==> src/rtl/cache_controller_if.sv <==
// Processor/set/memory-side signal bundle for cache_controller.
// slave is the controller's view; master is the surrounding logic's view.
`ifndef CACHE_T
`define CACHE_T 26
`endif
`ifndef CACHE_S
`define CACHE_S 2
`endif
`ifndef CACHE_B
`define CACHE_B 4
`endif

interface cache_controller_if #(
   parameter int TAG_WIDTH = `CACHE_T
);
   logic                 req_i;
   logic                 write_i;
   logic [31:0]          addr_i;
   logic                 hit_i;
   logic                 dirty_i;
   logic [TAG_WIDTH-1:0] tag_i;
   logic                 mem_ready_i;
   logic [4:0]           control_o;
   logic                 mem_read_o;
   logic                 mem_write_o;
   logic [31:0]          mem_addr_o;
   logic                 ready_o;

   modport slave (
      input  req_i, write_i, addr_i, hit_i, dirty_i, tag_i, mem_ready_i,
      output control_o, mem_read_o, mem_write_o, mem_addr_o, ready_o
   );

   modport master (
      output req_i, write_i, addr_i, hit_i, dirty_i, tag_i, mem_ready_i,
      input  control_o, mem_read_o, mem_write_o, mem_addr_o, ready_o
   );
endinterface

==> src/rtl/cache_controller.sv <==
// Access sequencer for one cache path: serves hits, and on a miss runs a
// word-by-word write-back of a dirty victim followed by a line refill.
`ifndef CACHE_T
`define CACHE_T 26
`endif
`ifndef CACHE_S
`define CACHE_S 2
`endif
`ifndef CACHE_B
`define CACHE_B 4
`endif

module cache_controller #(
   parameter int TAG_WIDTH    = `CACHE_T,
   parameter int SET_WIDTH    = `CACHE_S,
   parameter int OFFSET_WIDTH = `CACHE_B
) (
   input  logic                   clk_i,
   input  logic                   rst_i,
   cache_controller_if.slave      bus
);
   localparam int CNT_WIDTH = OFFSET_WIDTH - 2;

   // {write_en, set_valid, set_dirty, strategy_en, offset_sel}
   localparam logic [4:0] CTRL_READ_HIT  = 5'b00011;
   localparam logic [4:0] CTRL_WRITE_HIT = 5'b11111;
   localparam logic [4:0] CTRL_REFILL    = 5'b11000;

   typedef enum logic [1:0] {IDLE, WRITE_BACK, REFILL} state_t;

   state_t               state_reg, state_next;
   logic [CNT_WIDTH-1:0] cnt_reg, cnt_next;
   logic [4:0]           control;
   logic                 mem_read, mem_write, ready;
   logic [31:0]          mem_addr;
   logic                 last_word;
   logic [SET_WIDTH-1:0] index;

   assign last_word = &cnt_reg;
   assign index     = bus.addr_i[OFFSET_WIDTH+SET_WIDTH-1:OFFSET_WIDTH];

   // Byte-offset bits only matter to the set's word select, not here.
   logic unused_offset;
   assign unused_offset = &{1'b0, bus.addr_i[OFFSET_WIDTH-1:0]};

   always_ff @(posedge clk_i) begin
      if (rst_i) begin
         state_reg <= IDLE;
         cnt_reg   <= '0;
      end else begin
         state_reg <= state_next;
         cnt_reg   <= cnt_next;
      end
   end

   always_comb begin
      state_next = state_reg;
      cnt_next   = cnt_reg;
      control    = 5'b00000;
      mem_read   = 1'b0;
      mem_write  = 1'b0;
      mem_addr   = 32'h0;
      ready      = 1'b0;
      unique case (state_reg)
         IDLE: begin
            if (bus.req_i) begin
               if (bus.hit_i) begin
                  ready   = 1'b1;
                  control = bus.write_i ? CTRL_WRITE_HIT : CTRL_READ_HIT;
               end else begin
                  cnt_next   = '0;
                  state_next = bus.dirty_i ? WRITE_BACK : REFILL;
               end
            end
         end
         WRITE_BACK: begin
            // Victim address comes from the stored tag, not the request.
            mem_write = 1'b1;
            mem_addr  = {bus.tag_i, index, cnt_reg, 2'b00};
            if (bus.mem_ready_i) begin
               if (last_word) begin
                  cnt_next   = '0;
                  state_next = REFILL;
               end else begin
                  cnt_next = cnt_reg + 1'b1;
               end
            end
         end
         REFILL: begin
            mem_read = 1'b1;
            mem_addr = {bus.addr_i[31:OFFSET_WIDTH], cnt_reg, 2'b00};
            if (bus.mem_ready_i) begin
               control = CTRL_REFILL;
               if (last_word) begin
                  cnt_next   = '0;
                  state_next = IDLE;
               end else begin
                  cnt_next = cnt_reg + 1'b1;
               end
            end
         end
         default: begin
            state_next = IDLE;
            cnt_next   = '0;
         end
      endcase
   end

   assign bus.control_o   = control;
   assign bus.mem_read_o  = mem_read;
   assign bus.mem_write_o = mem_write;
   assign bus.mem_addr_o  = mem_addr;
   assign bus.ready_o     = ready;
endmodule

==> src/flat_wrapper.sv <==
// flat-port wrapper written by rule: the top's interface ports become plain ports
module cache_controller_flat 
#(
   parameter int TAG_WIDTH    = `CACHE_T,
   parameter int SET_WIDTH    = `CACHE_S,
   parameter int OFFSET_WIDTH = `CACHE_B
)
  (clk_i, rst_i, bus_req_i, bus_write_i, bus_addr_i, bus_hit_i, bus_dirty_i, bus_tag_i, bus_mem_ready_i, bus_control_o, bus_mem_read_o, bus_mem_write_o, bus_mem_addr_o, bus_ready_o);
  cache_controller_if #(.TAG_WIDTH(TAG_WIDTH)) bus_i ();
  input  logic clk_i;
  input  logic rst_i;
  input wire logic [$bits(bus_i.req_i)-1:0] bus_req_i;
  input wire logic [$bits(bus_i.write_i)-1:0] bus_write_i;
  input wire logic [$bits(bus_i.addr_i)-1:0] bus_addr_i;
  input wire logic [$bits(bus_i.hit_i)-1:0] bus_hit_i;
  input wire logic [$bits(bus_i.dirty_i)-1:0] bus_dirty_i;
  input wire logic [$bits(bus_i.tag_i)-1:0] bus_tag_i;
  input wire logic [$bits(bus_i.mem_ready_i)-1:0] bus_mem_ready_i;
  output wire logic [$bits(bus_i.control_o)-1:0] bus_control_o;
  output wire logic [$bits(bus_i.mem_read_o)-1:0] bus_mem_read_o;
  output wire logic [$bits(bus_i.mem_write_o)-1:0] bus_mem_write_o;
  output wire logic [$bits(bus_i.mem_addr_o)-1:0] bus_mem_addr_o;
  output wire logic [$bits(bus_i.ready_o)-1:0] bus_ready_o;
  assign bus_i.req_i = bus_req_i;
  assign bus_i.write_i = bus_write_i;
  assign bus_i.addr_i = bus_addr_i;
  assign bus_i.hit_i = bus_hit_i;
  assign bus_i.dirty_i = bus_dirty_i;
  assign bus_i.tag_i = bus_tag_i;
  assign bus_i.mem_ready_i = bus_mem_ready_i;
  assign bus_control_o = bus_i.control_o;
  assign bus_mem_read_o = bus_i.mem_read_o;
  assign bus_mem_write_o = bus_i.mem_write_o;
  assign bus_mem_addr_o = bus_i.mem_addr_o;
  assign bus_ready_o = bus_i.ready_o;
  cache_controller #(.TAG_WIDTH(TAG_WIDTH), .SET_WIDTH(SET_WIDTH), .OFFSET_WIDTH(OFFSET_WIDTH)) u_core (.clk_i(clk_i), .rst_i(rst_i), .bus(bus_i));
endmodule
==> config.mk <==
export PLATFORM = sky130hd
export DESIGN_NAME = cache_controller_flat
export DESIGN_NICKNAME = d
export VERILOG_FILES = /design/src/rtl/cache_controller_if.sv /design/src/rtl/cache_controller.sv /design/src/flat_wrapper.sv
export SDC_FILE = /design/constraint.sdc
export NUM_CORES = 1
export LEC_CHECK = 0
export CELL_PAD_IN_SITES_DETAIL_PLACEMENT = 1
export CELL_PAD_IN_SITES_GLOBAL_PLACEMENT = 1
export CORE_MARGIN = 1
export CORE_UTILIZATION = 34
export DETAILED_ROUTE_END_ITERATION = 12
export DONT_BUFFER_PORTS = 1
export GPL_ROUTABILITY_DRIVEN = 1
export PLACE_DENSITY = 0.8
export SYNTH_ARGS = -nofsm -noshare
export SYNTH_HDL_FRONTEND = slang
export SYNTH_SLANG_ARGS = --single-unit
export TNS_END_PERCENT = 100
==> constraint.sdc <==
create_clock -name clk_i -period 1.9 [get_ports clk_i]
set_clock_uncertainty 0.15 [all_clocks]
set_input_delay 0.475 -clock clk_i [delete_from_list [all_inputs] [get_ports clk_i]]
set_output_delay 0.475 -clock clk_i [all_outputs]
set_load 0.005 [all_outputs]
==> run summary, run 1 <==
Worst hold path endpoint - u_core.cnt_reg[0]$_SDFFE_PP0P_
Placed instance area - 876 um2
Maximum number of pins on one net before global-route repair - 18
Fmax achieved - 513 MHz
R2R cell count - 8
Compound-Gate Fraction of Synth Area - 28.7%
Post-layout net count - 192
Final worst-path setup slack - -49.6 ps
XOR/XNOR Fraction of Synth Area - 0%
Critical path fanouts, max - 6
Internal Dissipation - 1.09 mW
First-pass iteration count of the detailed router - 4
Share of total power consumed by net switching - 43.5%
Violations in the final reports - negative setup slack
Max Root-Sink Buffers - 2
Clock latency reported for the late side of the worst-skew pair - 230 ps
Number of global-route vias before repair - 852
Max Cap Viol - 0
Worst vdd rail ir drop - 0.000839 V
Cell depth of the worst hold path - 1
Switching Power - 0.839 mW
Core region area - 0.00230 mm2
Kind of start point of the critical path - register
Filler-free cell count of the finished design - 146
Post-synthesis sequential area ratio - 9.38%
TritonCTS clock tree - done
Share of power burned in registers - 8.4%
Antenna Nets Post-Route - 0
Capture point of the worst reg-to-reg path - u_core.state_reg[1]$_SDFFE_PP0P_
Layout area overhead - 54.3%
Number of antenna violations at the first check in global routing - 0
Element type at the critical path end - primary output
Root Buffer - sky130_fd_sc_hd__clkbuf_4
Dominant synthesized flop cell - sky130_fd_sc_hd__dfxtp_1
Routed wirelength normalized by instance count - 22.8 um
Vias after detailed routing - 892
Area enclosed by the die boundary - 0.00271 mm2
Number of storage elements in the synthesis netlist - 4
Setup slack, reg-to-reg - 210 ps
Cells after Synth - 112
Post-CTS clock slew at the launch and capture registers of the worst setup and hold paths - 40 ps
Count of flip-flops with a built-in enable after synthesis - 0
Pwr/cell area - 1460 mW/mm2
Largest family of logic cells by synthesized area - simple AND/OR/NAND/NOR gates
Time the worst path needs with I/O delays and setup - 1950 ps
Antenna diodes - 0
Die outline width - 52.1 um
Synth Area per Inst - 7.62 um2
DRC errors left - 0
Placed Cells incl. Taps - 135
Status - complete, but fails checks
Weighted congestion at the end of routability-driven global placement - 0.774
Async S/R FF share, synth - 0%
Dpl hpwl - 2.17 mm
CTS Hold Bufs - 0
First-pass GRT wire length - 4.23 mm
Arrival time worst endpoint - 1320 ps
Hold path startpoint - rst_i
Number of top-level design ports - 105
Post-route standard cell area excluding fillers - 0.00132 mm2
Most frequent cell after synthesis - sky130_fd_sc_hd__nor2b_1
Overall die height - 52.1 um
Vias per cell - 6.11
Ys Warns - 0
Clk sink count - 4
Deepest level of the CTS H-tree - 1
Yosys top cell area share - 22.9%
Clock buffer count from CTS - 3
Hold Slack - 157 ps
Proportion of layout cells with a drive suffix above 1 - 74.6%
Proportion of power drawn by the clock network - 5.4%
RSZ-0062 raised after global routing - true
Post-Synth Adder-Cell Area - 10.3%
WS Path Type - register to primary output
Iteration-0 DRC count of the detailed router - 9
Count of buffers inserted at the top-level ports - 0
Placement Rows - 17
Initial core utilization - 37.1%
Class of the tightest hold or removal check - primary input to register
Area of the mapped netlist - 853 um2
Placement-stage worst setup slack - -12.6 ps
Cell variety after synth - 26
Final setup violation count - 29
Data required time of the critical path - 1270 ps
Sum of routed wire length over all layers - 3.33 mm
Number of pins exceeding their max-slew limit in the final report - 0
Hold Violations, Final - 0
Dominant cells by area after synthesis - sky130_fd_sc_hd__a22oi_1 23%, sky130_fd_sc_hd__nor2b_1 21%, sky130_fd_sc_hd__ha_1 10%, sky130_fd_sc_hd__dfxtp_1 9.4%, sky130_fd_sc_hd__buf_4 5.3%
Proportion of synthesized area in mux cells - 4.69%
Period utilization - 103%
Leak pwr - 0.380 nW
Overflow left after global routing - 0
FF-to-FF Start - u_core.state_reg[0]$_SDFFE_PP0P_
Synth Area in Simple Gates - 35.6%
Synth area leader - sky130_fd_sc_hd__a22oi_1
Combinational share of power - 86.2%
Global Route Usage Sum - 21.6%
Most used standard cells in the synthesized netlist - 29 x sky130_fd_sc_hd__nor2b_1, 26 x sky130_fd_sc_hd__a22oi_1, 7 x sky130_fd_sc_hd__ha_1
==> layout by cell type, fill, tap and decap left out <==
cell / n
sky130_fd_sc_hd__a22oi_2: 26
sky130_fd_sc_hd__nor2b_2: 26
sky130_fd_sc_hd__buf_4: 7
sky130_fd_sc_hd__nor2_1: 5
sky130_fd_sc_hd__and2_1: 4
sky130_fd_sc_hd__mux2i_1: 4
sky130_fd_sc_hd__buf_12: 4
sky130_fd_sc_hd__ha_4: 3
sky130_fd_sc_hd__ha_1: 3
sky130_fd_sc_hd__clkbuf_4: 3
sky130_fd_sc_hd__nor2_4: 2
sky130_fd_sc_hd__nand2b_1: 2
sky130_fd_sc_hd__nor2b_1: 2
sky130_fd_sc_hd__a21oi_2: 2
sky130_fd_sc_hd__conb_1: 2
sky130_fd_sc_hd__clkbuf_16: 2
sky130_fd_sc_hd__buf_6: 2
sky130_fd_sc_hd__dfxtp_1: 2
sky130_fd_sc_hd__dfxtp_4: 2
sky130_fd_sc_hd__inv_6: 1
sky130_fd_sc_hd__and4_4: 1
sky130_fd_sc_hd__and3_1: 1
sky130_fd_sc_hd__nor2b_4: 1
sky130_fd_sc_hd__nand2_1: 1
sky130_fd_sc_hd__o21bai_4: 1
sky130_fd_sc_hd__o21a_1: 1
sky130_fd_sc_hd__and2_4: 1
sky130_fd_sc_hd__o21ai_0: 1
sky130_fd_sc_hd__nand2b_4: 1
sky130_fd_sc_hd__o22ai_2: 1
sky130_fd_sc_hd__nor3b_1: 1
sky130_fd_sc_hd__nand3_1: 1
sky130_fd_sc_hd__inv_4: 1
sky130_fd_sc_hd__ha_2: 1
==> worst max path at each step <==
stage | end | slack [ps] | from | cells after the start
2_1_floorplan | bus_control_o[4] | 40 | u_core.state_reg[0]$_SDFFE_PP0P_ | 7
3_3_place_gp | u_core.cnt_reg[0]$_SDFFE_PP0P_ | 60 | u_core.state_reg[1]$_SDFFE_PP0P_ | 7
3_5_place_dp | u_core.cnt_reg[1]$_SDFFE_PP0P_ | -10 | u_core.state_reg[1]$_SDFFE_PP0P_ | 7
4_1_cts | bus_mem_addr_o[2] | -10 | u_core.state_reg[1]$_SDFFE_PP0P_ | 4
5_1_grt | bus_mem_addr_o[6] | -110 | u_core.state_reg[0]$_SDFFE_PP0P_ | 5
6_report | bus_mem_addr_o[6] | -50 | u_core.state_reg[0]$_SDFFE_PP0P_ | 5
==> layout make-up <==
class,instances,area [um2]
Clock buffer,3,22.5
Multi-Input combinational cell,94,951
Tap cell,28,35.0
Fill cell,249,981
Sequential cell,4,87.6
Inverter,2,15.0
Timing Repair Buffer,15,205
==> timing repair <==
item,CTS,global route
endpoints found under the hold margin,0,0
endpoints found under the setup margin,36,34
gates cloned,0,2
pin swaps,3,1
resized for setup,63,17
buffers inserted,5,1
==> power by group through the flow <==
stage / sequential, mW / combinational (mW) / clock (mW)
3_3_place_gp: 0.135 / 0.972 / 0
3_5_place_dp: 0.140 / 1.03 / 0
2_1_floorplan: 0.131 / 0.840 / 0
5_1_grt: 0.164 / 1.77 / 0.114
4_1_cts: 0.157 / 1.43 / 0.112
6_report: 0.161 / 1.66 / 0.105
==> per-stage QoR <==
step / TNS (ps) / utilization [%] / total power, mW
global placement: 0 / 38.1 / 1.11
floorplan: 0 / - / 0.971
finish: -683 / 57.3 / 1.93
detailed placement: -24.2 / 38.1 / 1.17
global route: -2270 / 57.3 / 2.04
CTS: -71.9 / 51.9 / 1.70
==> logic make-up (layout without fill, tap and decap cells) <==
family	count (synthesis)	after routing
adders and majority gates	7	7
buffers and inverters	15	20
and+or+nand+nor	49	49
other	1	2
muxes	4	4
AOI/OAI and AO/OA	32	32
DFF	4	4
==> worst max-delay path: stages, from the launching register on <==
cell,delay [ps]
sky130_fd_sc_hd__dfxtp_4,360
sky130_fd_sc_hd__inv_6,80
sky130_fd_sc_hd__ha_4,240
sky130_fd_sc_hd__buf_12,150
sky130_fd_sc_hd__a22oi_2,90
sky130_fd_sc_hd__nor2b_2,170
==> per-layer routing <==
layer / wire [um] / GRT usage (%) / up-vias
met4: 0 / 5.41 / 0
met3: 250 / 1.75 / 0
met1: 1120 / 21.6 / 443
met2: 1950 / 45.7 / 45
met5: 0 / 0 / -
li1: - / - / 404
(Power assumes the default switching activity.)
==> run 2: changes to the inputs <==
--- a/config.mk
+++ b/config.mk
@@ -5,14 +5,16 @@
 export SDC_FILE = /design/constraint.sdc
 export NUM_CORES = 1
 export LEC_CHECK = 0
+export ABC_AREA = 1
 export CELL_PAD_IN_SITES_DETAIL_PLACEMENT = 1
 export CELL_PAD_IN_SITES_GLOBAL_PLACEMENT = 1
 export CORE_MARGIN = 1
-export CORE_UTILIZATION = 34
+export CORE_UTILIZATION = 31
 export DETAILED_ROUTE_END_ITERATION = 12
 export DONT_BUFFER_PORTS = 1
 export GPL_ROUTABILITY_DRIVEN = 1
 export PLACE_DENSITY = 0.8
+export SETUP_SLACK_MARGIN = 0.05
 export SYNTH_ARGS = -nofsm -noshare
 export SYNTH_HDL_FRONTEND = slang
 export SYNTH_SLANG_ARGS = --single-unit
==> run 2 against run 1 <==
Effect of this change:
- the run still ends with negative setup slack left
- largest cell class unchanged
- critical path type unchanged
- largest power group unchanged
- sequential share of layout area down 0.21 points
- via count is 18% higher
- flip-flop and latch count unchanged
- non-clock buffer count grew 1
- worst setup slack better by 11 ps
- cell count increased by 33%
- critical endpoint is now bus_mem_addr_o[15]
- synthesized cell count increased by 39%
- die area is 3.9% higher
==> run summary, run 2 <==
Number of buffer and inverter stages on the critical path - 2 (unchanged)
Max Cap Viol - 0 (unchanged)
Fmax achieved - 516 MHz (+0.55%)
Layout area overhead - 68.0%
CP max stage cell - sky130_fd_sc_hd__dfxtp_4
Synth area leader - sky130_fd_sc_hd__nand2_1
Global Route Usage Sum - 21.5% (-0.13 points)
Post-synthesis sequential area ratio - 9.89% (+0.51 points)
Critical path, cell by cell - buf_4 -> ha_4 -> buf_8 -> nand2_1 -> a21oi_4
Critical path fanouts, max - 14 (+8)
Dpl hpwl - 2.09 mm (-3.7%)
Post-CTS clock slew at the launch and capture registers of the worst setup and hold paths - 30 ps (about the same)
Sum of routed wire length over all layers - 3.73 mm (+12%)
Most used standard cells in the synthesized netlist - 61 x sky130_fd_sc_hd__nand2_1, 27 x sky130_fd_sc_hd__a21oi_1, 16 x sky130_fd_sc_hd__nor2_1
Final setup violation count - 21 (-28%)
Placed Cells incl. Taps - 182 (+35%)
Kind of start point of the critical path - register
Element type at the critical path end - primary output
Overall die height - 53.1 um (+1.9%)
RSZ-0062 raised after global routing - true
Placed instance area - 832 um2 (-5.0%)
Antenna diodes - 0 (unchanged)
Ys Warns - 0 (unchanged)
Placement Rows - 18 (+1)
Vias after detailed routing - 1052 (+18%)
Commonest cells after routing, fill and taps aside - 54 x sky130_fd_sc_hd__nand2_1, 22 x sky130_fd_sc_hd__a21oi_4, 15 x sky130_fd_sc_hd__nor2_1
Number of antenna violations at the first check in global routing - 0 (unchanged)
Met3 Use GR - 5.46% (+3.7 points)
Vias per cell - 5.42 (-11%)
Count of buffers inserted at the top-level ports - 0 (unchanged)
Accumulated negative setup slack - -244 ps (+439 ps)
Post-route standard cell area excluding fillers - 0.00136 mm2 (+3.3%)
Leak pwr - 0.465 nW (+22%)
Overflow left after global routing - 0 (unchanged)
Die outline width - 53.1 um (+1.9%)
TritonCTS clock tree - done
Clock latency reported for the late side of the worst-skew pair - 230 ps (about the same)
Hold Violations, Final - 0 (unchanged)
Violations in the final reports - negative setup slack
Class of the tightest hold or removal check - primary input to register
Weighted congestion at the end of routability-driven global placement - 0.821 (+6.1%)
Clk sink count - 4 (unchanged)
Cells after Synth - 156 (+39%)
Filler-free cell count of the finished design - 194 (+33%)
Met1 Resource Use GR - 22.5% (+0.95 points)
Period utilization - 102% (-0.56 points)
Max Root-Sink Buffers - 2 (unchanged)
Number of global-route vias before repair - 946 (+11%)
Count of flip-flops with a built-in enable after synthesis - 0 (unchanged)
Antenna Nets Post-Route - 0 (unchanged)
Synth Area per Inst - 5.19 um2 (-32%)
Arrival time worst endpoint - 1310 ps (about the same)
Fillcell total - 303 (+22%)
Number of storage elements in the synthesis netlist - 4 (unchanged)
CTS Hold Bufs - 0 (unchanged)
Iteration-0 DRC count of the detailed router - 18 (+9)
Worst vdd rail ir drop - 0.000997 V (+19%)
Layer with the highest usage after global routing - met2
DRC errors left - 0 (unchanged)
Area enclosed by the die boundary - 0.00282 mm2 (+3.9%)
Dominant synthesized flop cell - sky130_fd_sc_hd__dfxtp_1
Initial core utilization - 32.7% (-4.5 points)
Post-layout net count - 238 (+24%)
Time the worst path needs with I/O delays and setup - 1940 ps (-10.7 ps)
Slowest Stage Delay on Critical Path - 350 ps (about the same)
Maximum number of pins on one net before global-route repair - 15 (-3)
Cell variety after synth - 17 (-35%)
Most frequent cell after synthesis - sky130_fd_sc_hd__nand2_1
Deepest level of the CTS H-tree - 1 (unchanged)
Yosys top cell area share - 28.3% (+5.4 points)
Proportion of layout cells with a drive suffix above 1 - 39.6% (-35 points)
Number of pins exceeding their max-slew limit in the final report - 0 (unchanged)
First-pass GRT wire length - 4.42 mm (+4.6%)
Routed wirelength normalized by instance count - 19.2 um (-16%)
Pwr/cell area - 1750 mW/mm2 (+19%)
Async S/R FF share, synth - 0% (unchanged)
WS Path Type - register to primary output
GRT met2 Usage - 42.8% (-2.9 points)
First-pass iteration count of the detailed router - 4 (unchanged)
Kind of cell adding the most delay to the critical path - flip-flops
Final worst-path setup slack - -38.9 ps (+10.7 ps)
Core region area - 0.00248 mm2 (+7.8%)
Number of top-level design ports - 105 (unchanged)
Area of the mapped netlist - 810 um2 (-5.1%)
Status - complete, but fails checks
Dominant cells by area after synthesis - sky130_fd_sc_hd__nand2_1 28%, sky130_fd_sc_hd__a21oi_1 17%, sky130_fd_sc_hd__ha_1 11%, sky130_fd_sc_hd__dfxtp_1 9.9%, sky130_fd_sc_hd__nor2_1 7.4%
Most common library cell in the layout ignoring fill and taps - sky130_fd_sc_hd__nand2_1
Clock buffer count from CTS - 3 (unchanged)
Root Buffer - sky130_fd_sc_hd__clkbuf_4
Data required time of the critical path - 1270 ps (about the same)
## run 2: metal layers
metal,part of all wire [%],wire length (um),vias up
li1,-,-,501
met4,1.0,38,0
met3,7.2,267,2
met5,0,0,-
met1,37,1370,500
met2,55,2050,49
## run 2: power by group
part	switching [mW]	internal, mW	total, mW
sequential	0.0377	0.135	0.173
combinational	1.22	0.890	2.11
clock	0.0290	0.0702	0.0992
## run 2: metrics by stage
| step | utilization [%] | power [mW] | worst slack, ps | hold slack (ps) |
|---|---|---|---|---|
| global route | 54.9 | 2.53 | -87.1 | 299 |
| CTS | 52.0 | 2.16 | -2.12 | 284 |
| global placement | 33.6 | 1.14 | 49.2 | 355 |
| finish | 54.9 | 2.38 | -38.9 | 285 |
| detailed placement | 33.6 | 1.20 | 3.21 | 373 |
| floorplan | - | 0.958 | 54.5 | 328 |
## run 2: cells by family after synthesis
family                     share of synthesized area (%)
DFF                                                 9.89
adders and majority gates                           10.8
and+or+nand+nor                                     39.6
other                                              0.463
buffers and inverters                               17.8
AOI/OAI and AO/OA                                   21.5
## run 2: path summary, 6_finish.rpt
check | from | endpoint | slack (ps) | depth (start not counted)
worst max register to register | u_core.state_reg[0]$_SDFFE_PP0P_ | u_core.state_reg[1]$_SDFFE_PP0P_ | 190 | 9
worst max-delay path | u_core.state_reg[1]$_SDFFE_PP0P_ | bus_mem_addr_o[15] | -40 | 5
worst min register to register | u_core.cnt_reg[1]$_SDFFE_PP0P_ | u_core.cnt_reg[1]$_SDFFE_PP0P_ | 380 | 2
worst min-delay path | rst_i | u_core.state_reg[0]$_SDFFE_PP0P_ | 290 | 3
## run 2: area by class of cell
class	instances	area, um2	area share, %
timing repair buffer	16	220	16.2
multi-input combinational	125	922	67.8
tap	30	37.5	2.76
clock buffer	3	22.5	1.66
sequential	4	87.6	6.44
inverter	16	70.1	5.15
## run 2: worst reg2reg max path, stage by stage, from the launching register on
cell and delay (ps):
sky130_fd_sc_hd__dfxtp_4 340, sky130_fd_sc_hd__buf_4 140, sky130_fd_sc_hd__ha_4 180, sky130_fd_sc_hd__buf_8 150
sky130_fd_sc_hd__buf_4 130, sky130_fd_sc_hd__o21ai_0 200, sky130_fd_sc_hd__nand3_2 130, sky130_fd_sc_hd__nand2_1 80
sky130_fd_sc_hd__nand2_1 40, sky130_fd_sc_hd__nor2_1 80
## run 2: timing repair
item / CTS / global route
gates cloned: 2 / 1
hold endpoints to repair: 0 / 0
pin swaps: 2 / 0
resized for setup: 75 / 10
setup buffers: 6 / 0
setup endpoints to repair: 34 / 34
==> run 3: changes to the inputs <==
--- a/config.mk
+++ b/config.mk
@@ -13,7 +13,7 @@
 export DETAILED_ROUTE_END_ITERATION = 12
 export DONT_BUFFER_PORTS = 1
 export GPL_ROUTABILITY_DRIVEN = 1
-export PLACE_DENSITY = 0.8
+export PLACE_DENSITY = 0.75
 export SETUP_SLACK_MARGIN = 0.05
 export SYNTH_ARGS = -nofsm -noshare
 export SYNTH_HDL_FRONTEND = slang
==> run 3 against run 2 <==
Effect of this change:
- the flow still finishes with violations (negative setup slack)
- power is 1.7% higher
- final area is 0.28% higher
- maximum frequency rose by 1.1%
- largest cell class unchanged
==> run summary, run 3 (synthesis gave the netlist of run 2 again) <==
Status - complete, but fails checks
Violations in the final reports - negative setup slack
Capture point of the worst reg-to-reg path - u_core.state_reg[0]$_SDFFE_PP0P_
Arrival time worst endpoint - 1290 ps (-20 ps)
Count of buffers inserted at the top-level ports - 0 (unchanged)
Critical path, cell by cell - buf_4 -> ha_4 -> buf_12 -> nand2_1 -> a21oi_4
Initial core utilization - 32.7% (unchanged)
Sum of routed wire length over all layers - 3.55 mm (-4.7%)
Kind of start point of the critical path - register
Post-layout net count - 238 (unchanged)
Worst vdd rail ir drop - 0.000900 V (-9.8%)
Time the worst path needs with I/O delays and setup - 1920 ps (-21.5 ps)
Placed Cells incl. Taps - 183 (+0.55%)
Element type at the critical path end - primary output
Vias after detailed routing - 1068 (+1.5%)
Iteration-0 DRC count of the detailed router - 24 (+6)
First-pass GRT wire length - 4.65 mm (+5.2%)
FF-to-FF Start - u_core.state_reg[0]$_SDFFE_PP0P_
Clock latency reported for the late side of the worst-skew pair - 230 ps (about the same)
Period utilization - 101% (-1.1 points)
Number of top-level design ports - 105 (unchanged)
Overflow left after global routing - 0 (unchanged)
Data required time of the critical path - 1270 ps (about the same)
Class of the tightest hold or removal check - primary input to register
Commonest cells after routing, fill and taps aside - 52 x sky130_fd_sc_hd__nand2_1, 22 x sky130_fd_sc_hd__a21oi_4, 16 x sky130_fd_sc_hd__nor2_1
Deepest level of the CTS H-tree - 1 (unchanged)
DRC errors left - 0 (unchanged)
Placement-stage worst setup slack - 1.19 ps (-2.02 ps)
Die outline width - 53.1 um (unchanged)
Leak pwr - 0.465 nW (about the same)
Slowest Stage Delay on Critical Path - 350 ps (about the same)
Proportion of layout cells with a drive suffix above 1 - 40.2% (+0.61 points)
Most common library cell in the layout ignoring fill and taps - sky130_fd_sc_hd__nand2_1
Final worst-path setup slack - -17.4 ps (+21.5 ps)
R2R cell count - 9 (unchanged)
Core utilization of the finished layout - 55.1% (+0.15 points)
RSZ-0062 raised after global routing - true
Number of antenna violations at the first check in global routing - 0 (unchanged)
Placement Rows - 18 (unchanged)
Start point of the critical path - u_core.state_reg[0]$_SDFFE_PP0P_
Fillcell total - 300 (-0.99%)
Core region area - 0.00248 mm2 (unchanged)
CTS Hold Bufs - 0 (unchanged)
Critical path fanouts, max - 18 (+4)
Filler-free cell count of the finished design - 194 (unchanged)
Maximum number of pins on one net before global-route repair - 19 (+4)
Fmax achieved - 522 MHz (+1.1%)
Global Route Usage Sum - 23.2% (+1.7 points)
Number of global-route vias before repair - 997 (+5.4%)
Clk sink count - 4 (unchanged)
Area enclosed by the die boundary - 0.00282 mm2 (unchanged)
Setup slack, reg-to-reg - 200 ps (about the same)
Vias per cell - 5.51 (+1.5%)
CP max stage cell - sky130_fd_sc_hd__dfxtp_4
Number of pins exceeding their max-slew limit in the final report - 0 (unchanged)
Antenna diodes - 0 (unchanged)
Dpl hpwl - 2.14 mm (+2.2%)
Hold Violations, Final - 0 (unchanged)
WS Path Type - register to primary output
Clock buffer count from CTS - 3 (unchanged)
Antenna Nets Post-Route - 0 (unchanged)
TritonCTS clock tree - done
Routed wirelength normalized by instance count - 18.3 um (-4.7%)
Max Root-Sink Buffers - 2 (unchanged)
Destination of the critical timing path - bus_mem_addr_o[7]
Max Cap Viol - 0 (unchanged)
First-pass iteration count of the detailed router - 4 (unchanged)
Post-CTS clock slew at the launch and capture registers of the worst setup and hold paths - 40 ps (about the same)
Root Buffer - sky130_fd_sc_hd__clkbuf_4
Pwr/cell area - 1770 mW/mm2 (+1.5%)
Final setup violation count - 11 (-48%)
Weighted congestion at the end of routability-driven global placement - 0.787 (-4.1%)
Layout area overhead - 68.5%
Overall die height - 53.1 um (unchanged)
run 3: changes by cell type in the layout (fill, tap and decap cells not counted), moves of 2 or more:
cell	previous run	this run
sky130_fd_sc_hd__buf_8	4	1
sky130_fd_sc_hd__nand2_1	54	52
sky130_fd_sc_hd__buf_12	1	3
sky130_fd_sc_hd__nand2_2	7	9
run 3: timing repair:
action / CTS / global route
resized for setup: 63 / 18
endpoints found under the setup margin: 35 / 34
gates cloned: 3 / 0
pin swaps: 1 / 4
buffers inserted: 3 / 2
run 3: report_power, final:
part	internal [mW]	total (mW)	leakage, nW	switching, mW
Clock	0.0705	0.103	0.0138	0.0327
Combinational	0.925	2.15	0.417	1.22
Sequential	0.131	0.168	0.0340	0.0369
run 3: per-layer routing:
metal  GRT usage [%]  vias up  routed length [um]  part of all wire (%)
met5               0        -                   0                     0
met4            8.33        0                  29                  0.82
met3            4.60        3                 334                   9.4
met2            46.4       50                1970                    55
met1            22.9      514                1220                    34
li1                -      501                   -                     -
run 3: metrics by stage:
step / hold WS (ps) / area [um2] / total power, mW / TNS [ps]
floorplan: 328 / 813 / 0.958 / 0
global placement: 355 / 865 / 1.21 / 0
detailed placement: 376 / 865 / 1.27 / 0
CTS: 289 / 1280 / 2.27 / -103
global route: 295 / 1360 / 2.59 / -1700
finish: 293 / 1360 / 2.42 / -99.7
run 3: worst min-delay path by stage:
stage	from	to	slack (ps)	cells after the start
2_1_floorplan	u_core.cnt_reg[1]$_SDFFE_PP0P_	u_core.cnt_reg[1]$_SDFFE_PP0P_	330	2
3_3_place_gp	u_core.cnt_reg[1]$_SDFFE_PP0P_	u_core.cnt_reg[1]$_SDFFE_PP0P_	350	2
3_5_place_dp	u_core.cnt_reg[0]$_SDFFE_PP0P_	u_core.cnt_reg[0]$_SDFFE_PP0P_	380	2
4_1_cts	rst_i	u_core.state_reg[0]$_SDFFE_PP0P_	290	3
5_1_grt	rst_i	u_core.state_reg[1]$_SDFFE_PP0P_	290	3
6_report	rst_i	u_core.state_reg[0]$_SDFFE_PP0P_	290	3
run 3: area by class of cell:
cell class	instances	area, um2	area share, %
inverters	16	72.6	5.32
multi-input cells	125	917	67.2
repair buffers	16	229	16.8
well taps	30	37.5	2.75
clock buffers	3	22.5	1.65
flip-flops and latches	4	85.1	6.24
run 3: worst max-delay path, delay by kind of cell (launching register included):
| family | cells | cell delay (ps) |
|---|---|---|
| DFF | 1 | 350 |
| and+or+nand+nor | 1 | 110 |
| buffers and inverters | 2 | 270 |
| adders and majority gates | 1 | 160 |
| AOI/OAI and AO/OA | 1 | 170 |
